## config.mk

```make
export PLATFORM = sky130hd
export DESIGN_NAME = jpeg_data_to_spi
export DESIGN_NICKNAME = d
export VERILOG_FILES = /design/src/rtl/jpeg_data_to_spi.sv
export SDC_FILE = /design/constraint.sdc
export NUM_CORES = 1
export LEC_CHECK = 0
export ABC_AREA = 1
export BUFFER_PORTS_ARGS = -buffer_cell sky130_fd_sc_hd__buf_2
export CAP_MARGIN = 10
export CELL_PAD_IN_SITES_DETAIL_PLACEMENT = 2
export CELL_PAD_IN_SITES_GLOBAL_PLACEMENT = 2
export CORE_UTILIZATION = 34
export CTS_CLUSTER_DIAMETER = 80
export DETAILED_ROUTE_END_ITERATION = 10
export PLACE_DENSITY = 0.85
export SETUP_SLACK_MARGIN = 0.02
export SYNTH_ARGS = -nofsm -noshare
export SYNTH_HDL_FRONTEND = slang
export SYNTH_SLANG_ARGS = --single-unit
```

## constraint.sdc

```tcl
create_clock -name clk -period 3.88 [get_ports clk]
set_input_delay 0 -clock clk [delete_from_list [all_inputs] [get_ports clk]]
set_output_delay 0 -clock clk [all_outputs]
set_load 0.05 [all_outputs]
```

## src/rtl/jpeg_data_to_spi.sv

```systemverilog
`default_nettype none
// ============================================================================
// Module   : jpeg_data_to_spi
// Purpose  : Streams the JPEG header ROM, then the encoded scan data up to EOI,
//            one byte per SPI read request.
// Revision : 1.0  initial release
// ============================================================================
module jpeg_data_to_spi #(
  parameter int          HEADER_LEN = 623,
  parameter logic [16:0] MEM_LAST   = 17'h1FFFF
) (
  input  logic        clk,
  input  logic        reset_n,
  input  logic        je_done,
  output logic [9:0]  hd_addr,
  input  logic [7:0]  hd_data,
  output logic [16:0] je_addr,
  input  logic [7:0]  je_data,
  input  logic        spi_rd,
  output logic [7:0]  spi_data
);

  typedef enum logic [1:0] {
    S_IDLE = 2'd0,
    S_HDR  = 2'd1,
    S_DATA = 2'd2,
    S_DONE = 2'd3
  } state_t;

  localparam logic [9:0] c_hd_last = 10'(HEADER_LEN - 1);

  state_t      r_state;
  logic        r_je_done_d;
  logic        r_fetch_addr;
  logic        r_fetch_data;
  logic [9:0]  r_hd_ptr;
  logic [16:0] r_je_ptr;
  logic [7:0]  r_spi_data;
  logic [7:0]  r_hist;

  logic w_arm;
  logic w_busy;
  logic w_rd;
  logic w_eoi;

  assign w_arm  = je_done & ~r_je_done_d;
  assign w_busy = r_fetch_addr | r_fetch_data;
  assign w_rd   = spi_rd & ~w_busy;
  assign w_eoi  = (r_spi_data == 8'hD9) && (r_hist == 8'hFF);

  assign hd_addr  = r_hd_ptr;
  assign je_addr  = r_je_ptr;
  assign spi_data = r_spi_data;

  // r_fetch_addr: memory is sampling the pointer; r_fetch_data: read data is ready.
  always_ff @(posedge clk or negedge reset_n) begin
    if (!reset_n) begin
      r_state      <= S_IDLE;
      r_je_done_d  <= 1'b0;
      r_fetch_addr <= 1'b0;
      r_fetch_data <= 1'b0;
      r_hd_ptr     <= 10'd0;
      r_je_ptr     <= 17'd0;
      r_spi_data   <= 8'h00;
      r_hist       <= 8'h00;
    end else begin
      r_je_done_d  <= je_done;
      r_fetch_data <= r_fetch_addr;
      r_fetch_addr <= 1'b0;

      if (r_fetch_data && !w_arm) begin
        r_spi_data <= (r_state == S_DATA) ? je_data : hd_data;
      end

      // A restart cancels any fetch in flight and takes priority over spi_rd.
      if (w_arm) begin
        r_state      <= S_HDR;
        r_hd_ptr     <= 10'd0;
        r_hist       <= 8'h00;
        r_fetch_addr <= 1'b1;
        r_fetch_data <= 1'b0;
      end else if (w_rd) begin
        case (r_state)
          S_HDR: begin
            r_fetch_addr <= 1'b1;
            if (r_hd_ptr == c_hd_last) begin
              r_state  <= S_DATA;
              r_je_ptr <= 17'd0;
              r_hist   <= 8'h00;
            end else begin
              r_hd_ptr <= r_hd_ptr + 10'd1;
            end
          end
          S_DATA: begin
            if (w_eoi || (r_je_ptr == MEM_LAST)) begin
              r_state    <= S_DONE;
              r_spi_data <= 8'h00;
            end else begin
              r_je_ptr     <= r_je_ptr + 17'd1;
              r_hist       <= r_spi_data;
              r_fetch_addr <= 1'b1;
            end
          end
          default: begin
          end
        endcase
      end
    end
  end

endmodule
`default_nettype wire

```

==> impl_results.md <==
- Average wire per standard cell: 15.3 µm
- Half-perimeter wire length after detailed placement: approximately 6.4 mm
- Max H-tree Level: 2
- Number of vias in the routed layout: 2771
- Average cell area after synthesis: 7.36 µm²
- Class of the most critical setup path: register to register
- Number of flip-flops and latches in the synthesized netlist: 48
- Share of Yosys cell area claimed by the top area cell type: 0.410
- Number of clock sinks: 48
- Clock tree from TritonCTS: yes
- Final-layout fill cell count: 1027
- Drt total wl: about 8.6 mm
- Largest stage delay on the critical path: between 500 and 600 ps
- Hold crit path type: primary input to asynchronous set/reset pin
- Starting density of the core: 0.355
- Fraction of final layout cells sized beyond drive strength 1: 0.230
- Clock transition at the register clock pins on the worst setup and hold paths after CTS: 100 ps
- Leakage: 0.00181 µW
- Headroom to the max-slew limit: 0.443
- Final setup skew: 6.41 ps
- Minimum clock period after layout: roughly 2600 ps
- Power density cells: 489 mW/mm²
- Depth of the most critical reg-to-reg path: 8
- Number of cell rows: 33
- Non-Filler Instances: 562
- Worst voltage drop across the vdd grid: 0.352 mV
- Area of the die: 0.00899 mm²
- Max_cap viols: 0
- Number of CTS-inserted buffers: 5
- Maximum fanout along the worst path: 22
- Post-synth net total: between 400 and 500
- Register-to-register setup slack: 1250 ps
- Total global-route track usage: 0.209
- FF-to-FF Start: r_state[0]
- Count of placed standard cells including taps: 552
- CP bufs+invs: 2
- Worst slack after detailed placement: 1250 ps
- Total placed instance area: 0.00329 mm²
- Final instance area: 0.00342 mm²
- Buffer type at the clock tree root: sky130_fd_sc_hd__clkbuf_8
- Post-synthesis sequential area ratio: 0.410
- Pin count of the biggest net entering global routing: 40
- Std-Cell Core Area: 0.00826 mm²
- Final worst-path cycle share: 0.678
- Final-stage net count: about 480
- Detailed router's first-iteration violation count: 41
- Final total power: ~1700 µW
- Top cells by area in the synthesized netlist: sky130_fd_sc_hd__dfrtp_1 (41%), sky130_fd_sc_hd__nand2_1 (20%), sky130_fd_sc_hd__nor2_1 (5.3%)
- Count of nets left with antenna violations after detail routing: 0
- Die outline width: 94.8 µm
- Worst Setup End Kind: register
- Wire length of the first global-routing pass: 14.6 mm
- Total Negative Setup Slacks: 0 ps
- RSZ-0062 raised after global routing: no
- Result of the run: finished, final reports clean
- Number of vias per cell after detailed routing: 4.93
- Category of cells accounting for the largest share of critical-path delay: simple AND/OR/NAND/NOR gates
- Number of distinct standard cells referenced by the synthesized netlist: 34
- Vert. Die Dim: between 90 and 100 µm
- Number of hold-slack violations in the final timing report: 0
- Final max-slew violation count: 0
- Number of port buffers: 54
- Cell accounting for the most synthesized area: sky130_fd_sc_hd__dfrtp_1
- Synthesized instance count: 398
- Later-pin clock latency in the skew report: 300 ps
- Post-Syn Area: 0.00293 mm²
- Area overhead of the layout relative to synthesis: 16.8%
- Via count of the first global-routing pass: ~2900
- Critical Path AT: around 2900 ps
- Cell Chain, Critical Path: inv_1 > ha_1 > inv_1 > nor2_1 > nand3_1 > nor2_4 > nand3_1 > nand2_1
- Routability-driven placement congestion ratio: 0.790
- Initial antenna violation count: 0
- Final routed DRC violation total: 0
- Number of buffers on the longest clock path: 2
- Fmax achieved: about 0.38 GHz
- Req. time, crit path: 4120 ps
- Final setup violation count: 0
- Slowest library cell on the worst path: sky130_fd_sc_hd__inv_1
- Grt total ovfl: 0
- Count of pins on the block boundary: between 50 and 60
- Number of detailed-routing iterations run before antenna repair: 4
- CP startpoint kind: register
- Diode insertion count for antenna repair: 0
- Setup slack after layout: approximately 1200 ps
- Least-Margin Pin Slew: 835 ps
- Capture point of the worst reg-to-reg path: je_addr[11]
- Yosys warnings: 0
==> synthesized netlist by cell type <==
library cell,count
sky130_fd_sc_hd__xor2_1,4
sky130_fd_sc_hd__nand2_2,13
sky130_fd_sc_hd__nand2_8,1
sky130_fd_sc_hd__nor3b_1,1
sky130_fd_sc_hd__nand3_2,2
sky130_fd_sc_hd__xnor2_1,3
sky130_fd_sc_hd__inv_1,40
sky130_fd_sc_hd__buf_2,1
sky130_fd_sc_hd__nor2_2,4
sky130_fd_sc_hd__clkinv_4,1
sky130_fd_sc_hd__and2_1,1
sky130_fd_sc_hd__o21ai_0,6
sky130_fd_sc_hd__nor3_2,1
sky130_fd_sc_hd__o21bai_1,2
sky130_fd_sc_hd__a21oi_1,5
sky130_fd_sc_hd__dfrtp_1,48
sky130_fd_sc_hd__buf_12,1
sky130_fd_sc_hd__or2_2,2
sky130_fd_sc_hd__buf_6,1
sky130_fd_sc_hd__o21ai_1,4
sky130_fd_sc_hd__nand3_4,1
sky130_fd_sc_hd__nand4_1,6
sky130_fd_sc_hd__nand3b_1,1
sky130_fd_sc_hd__inv_2,2
sky130_fd_sc_hd__a21oi_4,1
sky130_fd_sc_hd__nor2_4,4
sky130_fd_sc_hd__nor3_1,6
sky130_fd_sc_hd__nand2_1,156
sky130_fd_sc_hd__mux2_2,7
sky130_fd_sc_hd__nand3_1,20
sky130_fd_sc_hd__ha_1,6
sky130_fd_sc_hd__clkbuf_1,3
sky130_fd_sc_hd__nor2_1,41
sky130_fd_sc_hd__nand2_4,3
==> layout make-up <==
cell class,count,area (µm²),area share
clock buffers,5,68.8,0.0201
clock inverters,3,42.5,0.0124
inverters,43,166,0.0486
multi-input cells,301,1520,0.443
flip-flops and latches,48,1200,0.351
well taps,105,131,0.0384
repair buffers,57,298,0.0870
==> power by group <==
group	internal [µW]	total, µW	switching (µW)	leakage [µW]
sequential	574	661	86.3	0.000640
combinational	169	635	465	0.00111
clock	191	379	188	0.0000541
total	935	1670	739	0.00181
==> worst max-delay path by stage <==
stage	from	to	slack [ps]	depth (start not counted)
after floorplan	je_addr[0]	je_addr[8]	1580	13
after global placement	r_state[0]	je_addr[11]	1550	8
after detailed placement	r_state[0]	r_hist[2]	1250	8
after CTS	r_state[0]	je_addr[11]	1170	8
after global routing	r_state[0]	je_addr[11]	1010	8
final	r_state[0]	je_addr[11]	1250	8
==> cell families (layout without fill, tap and decap cells) <==
group | count (synthesis) | count (layout) | share of synthesized area
fa+ha+maj | 6 | 6 | 0.0256
flops | 48 | 48 | 0.410
xor+xnor | 7 | 7 | 0.0209
compound gates | 18 | 18 | 0.0363
buf+inv | 49 | 108 | 0.0730
simple gates | 263 | 263 | 0.407
mux | 7 | 7 | 0.0269
==> sequential cells by signal, indices dropped and copies added, names as in the netlist <==
signal,flops
je_addr,17
hd_addr,10
r_hist,8
spi_data,8
r_state,2
r_fetch_addr,1
r_fetch_data,1
r_je_done_d,1
==> cell usage in the layout, fill, tap and decap left out, drive strengths merged <==
cell type    instances
a21oi                6
and2                 1
buf                 55
bufinv               1
clkbuf               5
clkinv               2
clkinvlp             1
dfrtp               48
dlygate4sd3          2
ha                   6
inv                 42
mux2                 7
nand2              173
nand3               23
nand3b               1
nand4                6
nor2                49
nor3                 7
nor3b                1
o21ai               10
o21bai               2
or2                  2
xnor2                3
xor2                 4
==> stage by stage <==
stage / hold slack [ps] / utilization
after floorplan: -296 / -
after global placement: -115 / 0.399
after detailed placement: -105 / 0.399
after CTS: 91.5 / 0.415
after global routing: 109 / 0.415
final: 90.0 / 0.415
==> timing repair <==
action,4_1_cts,5_1_grt
hold endpoints to repair,10,0
setup buffers,0,0
hold buffers,2,0
gates resized for setup,0,0
==> worst reg2reg max path: cells and delay by family, from the launching register on <==
family	cells	cell delay (ps)
adders and majority gates	1	460
buffers and inverters	2	610
DFF	1	390
and+or+nand+nor	5	1110
==> per-layer routing <==
layer | share of wire | GRT usage | vias up
met5 | 0 | 0 | -
met4 | 0.0066 | 0.0341 | 0
met3 | 0.022 | 0.0217 | 5
met2 | 0.51 | 0.383 | 48
met1 | 0.46 | 0.267 | 1374
li1 | - | - | 1344
Note: power is estimated with default switching activity, not from simulation.
